[config.mk]
export PLATFORM = sky130hd
export DESIGN_NAME = inst_mem_loader
export DESIGN_NICKNAME = d
export VERILOG_FILES = /design/src/rtl/inst_mem_loader.sv
export SDC_FILE = /design/constraint.sdc
export NUM_CORES = 1
export LEC_CHECK = 0
export CORE_UTILIZATION = 35
export DETAILED_ROUTE_END_ITERATION = 12
export HOLD_SLACK_MARGIN = 0.03
export PLACE_DENSITY_LB_ADDON = 0.3
export SLEW_MARGIN = 20
export SYNTH_ARGS = -nofsm -noshare
export SYNTH_HDL_FRONTEND = slang
export SYNTH_SLANG_ARGS = --single-unit
export TNS_END_PERCENT = 30
[constraint.sdc]
create_clock -name CLK -period 3.25 [get_ports CLK]
set_clock_uncertainty 0.05 [all_clocks]
set_input_delay 0.4875 -clock CLK [delete_from_list [all_inputs] [get_ports CLK]]
set_output_delay 0.4875 -clock CLK [all_outputs]
set_load 0.005 [all_outputs]
[src/rtl/inst_mem_loader.sv]
//------------------------------------------------------------------------------
// inst_mem_loader : packs a byte stream into LE words for instruction memory
//                   and holds the core in reset until the program is loaded.
// Revision 1.0
//------------------------------------------------------------------------------
`default_nettype none

module inst_mem_loader #(
  parameter int ADDR_W = 8,
  parameter int DEPTH  = 256
) (
  input  logic              CLK,
  input  logic              RST,
  input  logic              start,
  input  logic [ADDR_W:0]   load_len,
  input  logic              in_valid,
  input  logic [7:0]        in_byte,
  output logic              in_ready,
  output logic              mem_we,
  output logic [ADDR_W-1:0] mem_addr,
  output logic [31:0]       mem_wdata,
  output logic              cpu_hold,
  output logic              busy,
  output logic              done
);

  typedef enum logic [1:0] {
    S_IDLE  = 2'd0,
    S_LOAD  = 2'd1,
    S_WRITE = 2'd2,
    S_DONE  = 2'd3
  } state_t;

  localparam logic [ADDR_W:0] DEPTH_L = (ADDR_W+1)'(DEPTH);
  localparam logic [ADDR_W:0] ONE_L   = (ADDR_W+1)'(1);

  state_t              state_q, state_d;
  logic [ADDR_W:0]     len_q, len_d;
  logic [ADDR_W-1:0]   idx_q, idx_d;
  logic [1:0]          bcnt_q, bcnt_d;
  logic [23:0]         part_q, part_d;
  logic                in_ready_q, in_ready_d;
  logic                mem_we_q, mem_we_d;
  logic [ADDR_W-1:0]   mem_addr_q, mem_addr_d;
  logic [31:0]         mem_wdata_q, mem_wdata_d;
  logic                cpu_hold_q, cpu_hold_d;
  logic                busy_q, busy_d;
  logic                done_q, done_d;
  logic                accept;

  assign accept = in_ready_q & in_valid;

  always_comb begin
    state_d     = state_q;
    len_d       = len_q;
    idx_d       = idx_q;
    bcnt_d      = bcnt_q;
    part_d      = part_q;
    mem_we_d    = 1'b0;
    mem_addr_d  = mem_addr_q;
    mem_wdata_d = mem_wdata_q;

    unique case (state_q)
      S_IDLE: begin
        if (start) begin
          if (load_len != '0) begin
            state_d = S_LOAD;
            len_d   = (load_len > DEPTH_L) ? DEPTH_L : load_len;
            idx_d   = '0;
            bcnt_d  = '0;
          end else begin
            state_d = S_DONE;
          end
        end
      end
      S_LOAD: begin
        if (accept) begin
          if (bcnt_q == 2'd3) begin
            state_d     = S_WRITE;
            mem_we_d    = 1'b1;
            mem_addr_d  = idx_q;
            mem_wdata_d = {in_byte, part_q};
          end else begin
            unique case (bcnt_q)
              2'd0:    part_d[7:0]   = in_byte;
              2'd1:    part_d[15:8]  = in_byte;
              default: part_d[23:16] = in_byte;
            endcase
            bcnt_d = bcnt_q + 2'd1;
          end
        end
      end
      S_WRITE: begin
        // len_q is clamped to DEPTH, so idx never steps past DEPTH-1
        if ({1'b0, idx_q} == (len_q - ONE_L)) begin
          state_d = S_DONE;
        end else begin
          state_d = S_LOAD;
          idx_d   = ADDR_W'(idx_q + 1'b1);
          bcnt_d  = '0;
        end
      end
      default: state_d = S_DONE;
    endcase

    in_ready_d = (state_d == S_LOAD);
    busy_d     = (state_d == S_LOAD) || (state_d == S_WRITE);
    done_d     = (state_d == S_DONE);
    cpu_hold_d = (state_d != S_DONE);
  end

  always_ff @(posedge CLK or negedge RST) begin
    if (!RST) begin
      state_q     <= S_IDLE;
      len_q       <= '0;
      idx_q       <= '0;
      bcnt_q      <= '0;
      part_q      <= '0;
      in_ready_q  <= 1'b0;
      mem_we_q    <= 1'b0;
      mem_addr_q  <= '0;
      mem_wdata_q <= '0;
      cpu_hold_q  <= 1'b1;
      busy_q      <= 1'b0;
      done_q      <= 1'b0;
    end else begin
      state_q     <= state_d;
      len_q       <= len_d;
      idx_q       <= idx_d;
      bcnt_q      <= bcnt_d;
      part_q      <= part_d;
      in_ready_q  <= in_ready_d;
      mem_we_q    <= mem_we_d;
      mem_addr_q  <= mem_addr_d;
      mem_wdata_q <= mem_wdata_d;
      cpu_hold_q  <= cpu_hold_d;
      busy_q      <= busy_d;
      done_q      <= done_d;
    end
  end

  assign in_ready  = in_ready_q;
  assign mem_we    = mem_we_q;
  assign mem_addr  = mem_addr_q;
  assign mem_wdata = mem_wdata_q;
  assign cpu_hold  = cpu_hold_q;
  assign busy      = busy_q;
  assign done      = done_q;

endmodule

`default_nettype wire

* Yosys cells after proc, flatten, opt, wreduce, memory -nomap -nowiden *
Cells that the tools add are included.
W data, S select, Z words.

operators by class
  equal/unequal tests = 14
  bitwise operators = 3
  multiplexer cells = 20
  reduce and logical (&&, ||, !) cells = 14
  order comparisons = 1
  add/sub/neg operators = 3

operators by type and width
  operator               number
  $mux W8                3
  $mux W2                10
  $pmux W8 S2            1
  $reduce_and A4 Y1      4
  $ne A2 B2 Y1 const B   6
  $pmux W2 S3            2
  $eq A8 B9 Y1           1
  $gt A9 B9 Y1 const B   1
  $mux W9                1
  $reduce_bool A9 Y1     1
  $sub A9 B1 Y9 const B  1
  $add A8 B1 Y8 const B  1
  $eq A2 B2 Y1 const B   4
  $eq A2 B1 Y1 const B   3
  $reduce_and A3 Y1      2
  $reduce_and A6 Y1      1
  $logic_not A2 Y1       2
  $mux W1                3
  $reduce_bool A3 Y1     1
  $add A2 B1 Y2 const B  1
  $not A1 Y1             2
  $reduce_bool A2 Y1     1
  $reduce_or A2 Y1       1
  $and A1 B1 Y1          1
  $logic_or A1 B1 Y1     1

word-level totals
  output and inout port bits = 45
  logic and storage cells = 69
  register bits after elaboration = 90

* Logic depth before layout (Yosys ltp) *
Gate-level depths: netlist of the first run.

  depth after elaboration = 6
  depth in mapped cells = 13
  gate-level depth less buffers = 11

* Worst setup path after synthesis of the first run *
Ideal clock, no wire load.

  path type = register to register
  start = reg len_q[0]
  end = reg busy_q, in the netlist busy
  buffers on the path = 2
  cell stages (with the launch flop) = 13
  arrival = 2,512 ps
  slack = 562 ps
  data required time = 3,074 ps
  library setup time = 126 ps
  period minus slack after synthesis = 2,688 ps
  cells stage by stage = dfrtp_1 > inv_1 > ha_1 > buf_2 > nand2b_1 > o211ai_1 > a31oi_1 > or4b_4 > a221oi_4 > buf_6 > nor3_1 > o21ai_1 > ha_1

between the ends
  cells in the longest elaborated chain, start to end = 6

ends and longest elaborated chain
  what                                          RTL line  source
  start: declaration                            38        logic [ADDR_W:0] len_q, len_d;
  start signal: assignment                      128       len_q <= len_d;
  $sub A9 B1 Y9 (*)                             95        if ({1'b0, idx_q} == (len_q - ONE_L)) begin
  $eq A8 B9 Y1 (*)                              95
  $mux W2 (*)                                   95
  $pmux W2 S3 (*)                               63        unique case (state_q)
  $eq A2 B1 Y1 or $eq A2 B2 Y1 (tied branches)  107       busy_d = (state_d == S_LOAD) || (state_d == S_WRITE);
  $logic_or A1 B1 Y1 (*)                        107
  net busy_d                                    47        logic busy_q, busy_d;
  end signal: assignment                        137       busy_q <= busy_d;
  end: declaration                              47

Mark *: on every way through the listed nets, which the timed path passes. The rest lies on a longest branch.
A chain may end at the register's enable or synchronous reset.

* Final worst setup path of the first run *
Same ends and word-level chain as after synthesis.

==> results.md, run 1 <==
* # IOs at 66
* Critical path type: flop to flop
* Post-CTS Hold Buffers at 0
* Most frequent cells after synthesis: dfrtp_1 (89), mux2_2 (62), nand2_1 (24)
* Fmax at 352.3 MHz
* Maxcap violations at 0
* Die Y at roughly 110 um
* Yosys top cell by area: dfrtp_1
* Main synth FF type: dfrtp_1
* Share of layout cells above drive strength 1 at 23.39%
* Routed vias/inst at 4.966
* Final worst path period share at 87.34%
* Cell area after synthesis at 4001 um2
* Cells after synthesis at 317
* Max VDD drop at 0.4085 mV
* Clk sinks at 90
* Vias in the first global route at 2585
* Tot Pwr at 0.004445 W
* Number of diodes at 0
* Switching Share at 30.74%
* Detailed-route wire length at 7759 um
* CTS resizes at 0
* Worst slew pin tran at 869.8 ps
* GR Util All Layers at 14.66%
* Post-DP Area at 4808 um2
* Combinational share of power at 35.5%
* Post-layout min period at between 2000 and 3000 ps
* Die W at ~110 um
* Slew headroom at between 40% and 50%
* WL/cell at about 15 um
* Root Driver: clkbuf_16
* Clk buf depth at 2
* Hold slack at 191.0 ps
* Crit path max fanout at 9
* Initial antenna violation count at 0
* Share of Yosys cell area claimed by the top area cell type at between 50% and 60%
* Sw power at 0.001366 W
* Nets@finish at 414
* Library cells used by synthesis at 51
* RSZ-0062 raised after global routing: false
* Remaining antenna violation count at 0
* Pwr/cell area at 873.5 nW/um2
* Arr. time, crit path at 3010 ps
* Synth-to-Final Area Change at 27.17%
* Die area at about 12000 um2
* Sequential power share at 42.9%
* Worst min path class: input port to asynchronous set/reset pin
* Flops & latches, synth at 90
* Worst Path Required at 3420 ps
* 1st-iter DRT viols at 92
* Final hold vios at 0
* Number of flops mapped to enable cells by yosys at 0
* Synth area leaders: dfrtp_1 (56%), mux2_2 (17%), ha_1 (2.8%)
* First-pass DRT Iterations at 4
* Post-Route Utilization at between 40% and 50%
* LEAKAGE at 2.246 nW
* Starting Density at 36.43%
* Filler cells at about 1000
* Syn Area/Cell at 12.62 um2
* Max-slew violations at 0
* Clock network fraction of total power at 21.7%
* Post-synth ARST share at 100.0%
* Core box area at 10980 um2
* CTS tree: yes
* H-Tree Depth at 3
* Synthesized net count at between 300 and 400
* Internal power at 0.003078 W
* DR vias at 2627
* HPWL Detailed at 5457 um
* Worst Setup Start Kind: flop
* CTS clock-pin slew for the worst setup and hold paths at 60 ps
* Clk Latency, worst-skew pair at 340 ps
* Status: finished clean
* Setup Fix Bufs, Post-CTS at 0
* Port bufs at 65
* Post-route setup TNS at 0 ps
* Grt total ovfl at 0
* First-pass GRT wire length at approximately 13000 um
* Register area share after synthesis at 56.32%
* Nature of the critical path endpoint: flop
* Largest net degree at the start of global routing at 70
* Placer congestion estimate at between 0.7 and 0.8
* YS warnings at 0
* # rows at 38
* Post-route DRC at 0
* Final non-filler cell area at 5089 um2
* Most frequent cell after synthesis: dfrtp_1
* # setup viols final at 0
* Cts bufs inserted at 9
-- path summary, 6_finish.rpt --
check | from | to | slack, ps | cells past startpoint
max in group asynchronous | RST | state_q[1] | 2220 | 2
min in group CLK | mem_addr[1] | mem_addr[1] | 440 | 2
setup / recovery | len_q[0] | busy | 410 | 10
hold reg to reg | mem_addr[1] | mem_addr[1] | 440 | 2
hold / removal | RST | part_q[0] | 190 | 1
setup reg to reg | len_q[0] | busy | 410 | 10
-- layout make-up --
type / instances / area (um2) / share of cell area, %
Sequential cell: 90 / 2253 / 44.28
Inverter: 8 / 30.03 / 0.5901
Clock inverter: 5 / 37.54 / 0.7376
Multi-Input combinational cell: 206 / 1659 / 32.60
Clock buffer: 11 / 242.7 / 4.770
Timing Repair Buffer: 69 / 690.7 / 13.57
Tap cell: 140 / 175.2 / 3.442
-- layer usage --
metal	routed length [um]	track usage, %	share of wire [%]
met1	3573	18.27	46
met2	3718	23.99	48
met3	367	4.961	4.7
met4	100	4.344	1.3
met5	0	0	0
-- worst max-delay path, cell delays in order, from the launching register on --
cell and delay, ps:
dfrtp_1 440, inv_1 100, ha_1 340, nand2b_1 180, a21o_1 130, a31oi_1 80
or4b_4 500, a221oi_4 310, nor3_1 150, o21ai_1 190, ha_1 250
-- layout by cell type (no fill, tap or decap), types with 2 or more instances in the layout --
master           count
and2_1               3
nand4_1              4
xnor2_1              7
nor2b_1              3
and3_1               3
clkbuf_16            9
xor2_1               3
o22ai_1              2
o21ai_1              7
nor4_1               2
a21oi_1              2
buf_4                4
nor2_1               7
clkinvlp_4           2
dfrtp_1             89
clkdlybuf4s50_1     64
nand2b_1            11
ha_1                 9
o21ai_0             10
nor3_1               5
inv_1                8
nand2_1             23
or3_1                5
a21boi_1             6
nor3b_1              2
nand3_1              5
mux2_2              62
-- stage by stage --
stage                     std cells  setup slack, ps
after floorplan                 317            562.2
after global placement          513            554.1
after detailed placement        513            454.1
after CTS                       529            417.2
after global routing            529            213.5
final                           529            411.4
-- power groups by stage --
stage / Clock (W) / Combinational (W) / Sequential [W]
6_report: 0.000962 / 0.00158 / 0.00191
4_1_cts: 0.00101 / 0.00160 / 0.00191
2_1_floorplan: 0 / 0.000947 / 0.00186
5_1_grt: 0.00105 / 0.00175 / 0.00198
3_3_place_gp: 0 / 0.00153 / 0.00192
3_5_place_dp: 0 / 0.00159 / 0.00193
-- flip-flops by register name, indices dropped and copies added (netlist names) --
name       cells
cpu_hold       1
mem_addr       8
in_ready       1
mem_wdata     32
done           1
bcnt_q         2
idx_q          8
mem_we         1
part_q        24
busy           1
state_q        2
len_q          9
-- cell families (layout without fill, tap and decap cells) --
family	after synthesis	after routing	share of synthesized area (%)
AO/OA/AOI/OAI	40	40	6.974
multiplexers	63	63	17.70
XOR/XNOR	10	10	2.189
flip-flops	90	90	56.32
adder cells (fa/ha/maj)	9	9	2.814
AND/OR/NAND/NOR	84	84	11.73
buffers and inverters	21	93	2.283
Power figures use the tool's default switching activity.
==> run 2: changes to the inputs <==
--- a/config.mk
+++ b/config.mk
@@ -7,6 +7,7 @@
 export LEC_CHECK = 0
 export CORE_UTILIZATION = 35
 export DETAILED_ROUTE_END_ITERATION = 12
+export GPL_ROUTABILITY_DRIVEN = 0
 export HOLD_SLACK_MARGIN = 0.03
 export PLACE_DENSITY_LB_ADDON = 0.3
 export SLEW_MARGIN = 20
==> results of run 2 <==
No change in the layout: final DEF, timing and power equal those of run 1.
